### config.mk
export PLATFORM = sky130hd
export DESIGN_NAME = clksw_sequencer
export DESIGN_NICKNAME = d
export VERILOG_FILES = /design/src/rtl/clksw_sequencer.sv
export SDC_FILE = /design/constraint.sdc
export NUM_CORES = 1
export LEC_CHECK = 0
export CAP_MARGIN = 20
export CORE_MARGIN = 10
export CORE_UTILIZATION = 32
export CTS_CLUSTER_SIZE = 14
export DETAILED_ROUTE_END_ITERATION = 16
export PLACE_DENSITY_LB_ADDON = 0.2
export SLEW_MARGIN = 20
export SYNTH_ARGS = -nofsm -noshare
export SYNTH_HDL_FRONTEND = slang
export SYNTH_SLANG_ARGS = --single-unit
### constraint.sdc
create_clock -name lsclk_in -period 4.5 [get_ports lsclk_in]
set_clock_uncertainty 0.05 [all_clocks]
set_input_delay 0.9 -clock lsclk_in [delete_from_list [all_inputs] [get_ports lsclk_in]]
set_output_delay 0.9 -clock lsclk_in [all_outputs]
set_load 0.005 [all_outputs]
### src/rtl/clksw_sequencer.sv
// rtl/clksw_sequencer.sv - hsclk_sel request sequencer for the PHI2-stopping clock switcher
// Owns the fast/host clock decision, divider selection, low-speed dwell and handshake timeouts.
module clksw_sequencer #(
  parameter int HOLDOFF_CYCLES = 2,
  parameter int TIMEOUT_CYCLES = 15,
  parameter int CNT_W          = 4
) (
  input  logic       lsclk_in,
  input  logic       rst_b,
  input  logic       fast_en,
  input  logic       host_req,
  input  logic [1:0] div_cfg,
  input  logic       err_clr,
  input  logic       hsclk_selected,
  input  logic       lsclk_selected,
  output logic       hsclk_sel,
  output logic [1:0] cpuclk_div_sel,
  output logic       in_fast,
  output logic       switch_err,
  output logic [1:0] state
);

  typedef enum logic [1:0] {
    LS_RUN = 2'b00,
    HS_REQ = 2'b01,
    HS_RUN = 2'b10,
    LS_REQ = 2'b11
  } state_t;

  localparam logic [CNT_W-1:0] HOLD_TGT = CNT_W'(HOLDOFF_CYCLES);
  localparam logic [CNT_W-1:0] TO_LAST  = CNT_W'(TIMEOUT_CYCLES - 1);
  localparam logic [CNT_W-1:0] CNT_MAX  = '1;

  state_t           state_q, state_d;
  logic             hs_meta, hs_sync;
  logic [CNT_W-1:0] holdoff_cnt, holdoff_d, holdoff_inc;
  logic [CNT_W-1:0] timeout_cnt, timeout_d, timeout_inc;
  logic             hs_sel_d;
  logic [1:0]       div_d;
  logic             err_set;
  logic             holdoff_done, timeout_hit, leave_fast;

  assign holdoff_inc  = (holdoff_cnt == CNT_MAX) ? holdoff_cnt : holdoff_cnt + 1'b1;
  assign timeout_inc  = (timeout_cnt == CNT_MAX) ? timeout_cnt : timeout_cnt + 1'b1;
  assign holdoff_done = (holdoff_cnt >= HOLD_TGT);
  // Hit on the edge that completes the TIMEOUT_CYCLES-th cycle spent waiting.
  assign timeout_hit  = (timeout_cnt == TO_LAST);
  assign leave_fast   = host_req | ~fast_en;

  always_comb begin
    state_d   = state_q;
    hs_sel_d  = hsclk_sel;
    div_d     = cpuclk_div_sel;
    holdoff_d = holdoff_cnt;
    timeout_d = timeout_cnt;
    err_set   = 1'b0;
    case (state_q)
      LS_RUN: begin
        holdoff_d = holdoff_inc;
        if (holdoff_done && !hs_sync)
          div_d = div_cfg[1] ? 2'b10 : div_cfg;
        if (fast_en && !host_req && holdoff_done && lsclk_selected && !hs_sync) begin
          state_d   = HS_REQ;
          hs_sel_d  = 1'b1;
          timeout_d = '0;
        end
      end
      HS_REQ: begin
        timeout_d = timeout_inc;
        if (leave_fast) begin
          state_d   = LS_REQ;
          hs_sel_d  = 1'b0;
          timeout_d = '0;
        end else if (hs_sync) begin
          state_d = HS_RUN;
        end else if (timeout_hit) begin
          err_set   = 1'b1;
          state_d   = LS_REQ;
          hs_sel_d  = 1'b0;
          timeout_d = '0;
        end
      end
      HS_RUN: begin
        if (leave_fast || !hs_sync) begin
          err_set   = !leave_fast;
          state_d   = LS_REQ;
          hs_sel_d  = 1'b0;
          timeout_d = '0;
        end
      end
      LS_REQ: begin
        // hsclk_sel stays low here until the switcher confirms the low-speed clock.
        timeout_d = timeout_inc;
        if (lsclk_selected && !hs_sync) begin
          state_d   = LS_RUN;
          holdoff_d = '0;
        end else if (timeout_hit) begin
          err_set = 1'b1;
        end
      end
    endcase
  end

  always_ff @(posedge lsclk_in or negedge rst_b) begin
    if (!rst_b) begin
      state_q        <= LS_RUN;
      hsclk_sel      <= 1'b0;
      cpuclk_div_sel <= 2'b00;
      in_fast        <= 1'b0;
      switch_err     <= 1'b0;
      hs_meta        <= 1'b0;
      hs_sync        <= 1'b0;
      holdoff_cnt    <= '0;
      timeout_cnt    <= '0;
    end else begin
      state_q        <= state_d;
      hsclk_sel      <= hs_sel_d;
      cpuclk_div_sel <= div_d;
      in_fast        <= (state_d == HS_RUN);
      switch_err     <= err_set | (switch_err & ~err_clr);
      hs_meta        <= hsclk_selected;
      hs_sync        <= hs_meta;
      holdoff_cnt    <= holdoff_d;
      timeout_cnt    <= timeout_d;
    end
  end

  assign state = state_q;

endmodule

==> results.json <==
{
  "synthCells": 103,
  "synth_area_leaders": "dfrtp_1, ha_1, inv_1",
  "status": "complete, no violations",
  "worstPathArrival_ns": 2.54,
  "path_cells": "clkdlybuf4s50_1 -> nand2b_1 -> o32ai_4 -> nand3_1 -> and3b_1",
  "fin_crit_ns": 2.409,
  "end_kind": "flip-flop",
  "ctsHoldBuffers": 0,
  "start_util": 0.3280,
  "synth_cell_types": 40,
  "gr-max-usage-layer": "met2",
  "clock_sinks": 17,
  "whs_ns": 0.3193,
  "synth_area_per_cell_um2": 10.46,
  "worst_path_max_delay_cell": "o32ai_4",
  "synth_area_mm2": 0.001077,
  "clk_latency_ns": 0.29,
  "rsz0062_at_grt": "false",
  "clockRootBuffer": "clkbuf_4",
  "fp.dieArea_mm2": 0.006087,
  "grt_pass1_wl_um": 4029,
  "yosysWarnings": 0,
  "antenna_cells_inserted": 0,
  "synthFlopType": "dfrtp_1",
  "dp_hpwl_um": 1687,
  "yosysSeqAreaShare": 0.3949,
  "critPathMaxFanout": 10,
  "clk_pin_slew_ns": 0.09,
  "die_height_um": 78.02,
  "grtUsageMet3": 0.02278,
  "path_delay_family": "simple AND/OR/NAND/NOR gates",
  "cts-resized-gates": 0,
  "ant_nets": 0,
  "synth_fp_nets": 121,
  "grt_usage": 0.08014,
  "leakage_nw": 0.5863,
  "pin_count": 16,
  "final_common_cell": "dfrtp_1",
  "viasPerCell": 5.133,
  "met1_usage": 0.09511,
  "cts_setup_buffers": 0,
  "drtIter0Drc": 96,
  "port-buffer-count": 15,
  "grt_max_degree": 18,
  "ys_async_sr_fraction": 1.000,
  "layout_common_cells": "dfrtp_1, clkdlybuf4s50_1, inv_1, ha_1",
  "clk_path_buf_depth": 2,
  "slew_viol_final": 0,
  "multi_input_area_um2": 593.1,
  "antenna_found_initial": 0,
  "via_count": 847,
  "relSlewSlack": 0.4725,
  "finalCritPeriodShare": 0.5354,
  "rows": 21,
  "required_ns": 4.63,
  "n_fill_cell": 329,
  "coreArea_mm2": 0.003284,
  "synth-seq-cells": 17,
  "grt_pass1_vias": 880,
  "cap_violations": 0,
  "worst_pin_slew_ns": 0.7889,
  "cts-htree-levels": 1,
  "firstDrtPassIters": 4,
  "synth.top_cell.area_share": 0.3949,
  "p_per_area_mw_per_mm2": 576.9,
  "wl_um": 2230,
  "die_x_um": 78.02,
  "finalSetupViolCount": 0,
  "synth_area_leader_cell": "dfrtp_1",
  "cp_num_buf_inv": 1,
  "reg2reg_slack_ns": 2.32,
  "overflow": 0,
  "use_met2": 0.1318,
  "final_nets": 138,
  "place_congestion": 0.7767,
  "start_kind": "primary input",
  "cts_tree": "yes",
  "final_layout_size_suffix_gt1_frac": 0.09244,
  "hold_viol_final": 0,
  "avgRoutedWirePerCell_um": 13.52,
  "cts_inserted_buffers": 3,
  "crit_type": "in2reg",
  "seqCellArea_um2": 425.4,
  "synth_edf_count": 0,
  "max_stage_delay_ns": 0.47,
  "area_growth_pct": 19.74,
  "post-route-drc-count": 0,
  "vdd_drop_max_mv": 0.1860,
  "fin_tns_setup_ns": 0,
  "hold_path.class": "reg2reg",
  "max_freq_mhz": 415.1
}
==> kinds of logic (layout without fill, tap and decap cells) <==
logic type,after synthesis,after routing,synth area share
buffers and inverters,13,29,0.05459
DFF,17,17,0.3949
adders and majority gates,9,9,0.1045
and+or+nand+nor,38,38,0.2311
muxes,2,2,0.01974
AOI/OAI and AO/OA,24,24,0.1951
==> area by class of cell <==
cell class,count,area share
Timing Repair Buffer,15,0.1164
Sequential cell,17,0.3298
Tap cell,46,0.04462
Clock buffer,4,0.02037
Multi-Input combinational cell,73,0.4597
Inverter,10,0.02910
==> registers in the layout, indices dropped and copies added (netlist names) <==
signal,count
cpuclk_div_sel,2
holdoff_cnt,4
hs_meta,1
hs_sync,1
hsclk_sel,1
in_fast,1
state,2
switch_err,1
timeout_cnt,4
==> synthesized netlist by cell type, drive strengths merged (2+ instances only) <==
cell / number
a21oi: 3
ha: 9
nand3: 6
nor2: 5
o21ai: 2
a211o: 2
nand4b: 2
buf: 3
nand2b: 2
a21o: 3
nand3b: 3
and3: 5
nor4: 2
inv: 10
o31ai: 4
nand2: 6
dfrtp: 17
==> through the flow <==
stage / std cells / power (W) / area [um^2] / util / setup WS [ns]
final: 165 / 0.0007442 / 1290 / 0.3928 / 2.091
after global placement: 161 / 0.0006623 / 1264 / 0.3848 / 1.862
after floorplan: 103 / 0.0005391 / 1077 / - / 2.442
after global routing: 165 / 0.0008228 / 1290 / 0.3928 / 2.008
after CTS: 165 / 0.0007551 / 1290 / 0.3928 / 2.115
after detailed placement: 161 / 0.0006692 / 1264 / 0.3848 / 1.802
==> routing by layer <==
metal  up-vias  wire length, um  part of all wire
li1        417                -                 -
met1       419              989              0.44
met2         9             1154              0.52
met3         2               48             0.022
met4         0               37             0.017
met5         -                0                 0
==> power by group <==
part	switching [W]	total (W)	internal, W
combinational	0.000195	0.000392	0.000197
clock	0.0000470	0.0000814	0.0000344
sequential	0.0000634	0.000271	0.000207
total	0.000306	0.000744	0.000438
==> worst paths after layout <==
path	startpoint	end	cells past startpoint
worst max register to register	state[0]	holdoff_cnt[3]	6
max in group asynchronous	rst_b	cpuclk_div_sel[1]	1
worst max-delay path	host_req	timeout_cnt[0]	5
worst min-delay path	hs_meta	hs_sync	0
min in group asynchronous	rst_b	in_fast	1
worst min register to register	hs_meta	hs_sync	0
Power figures use the tool's default switching activity.
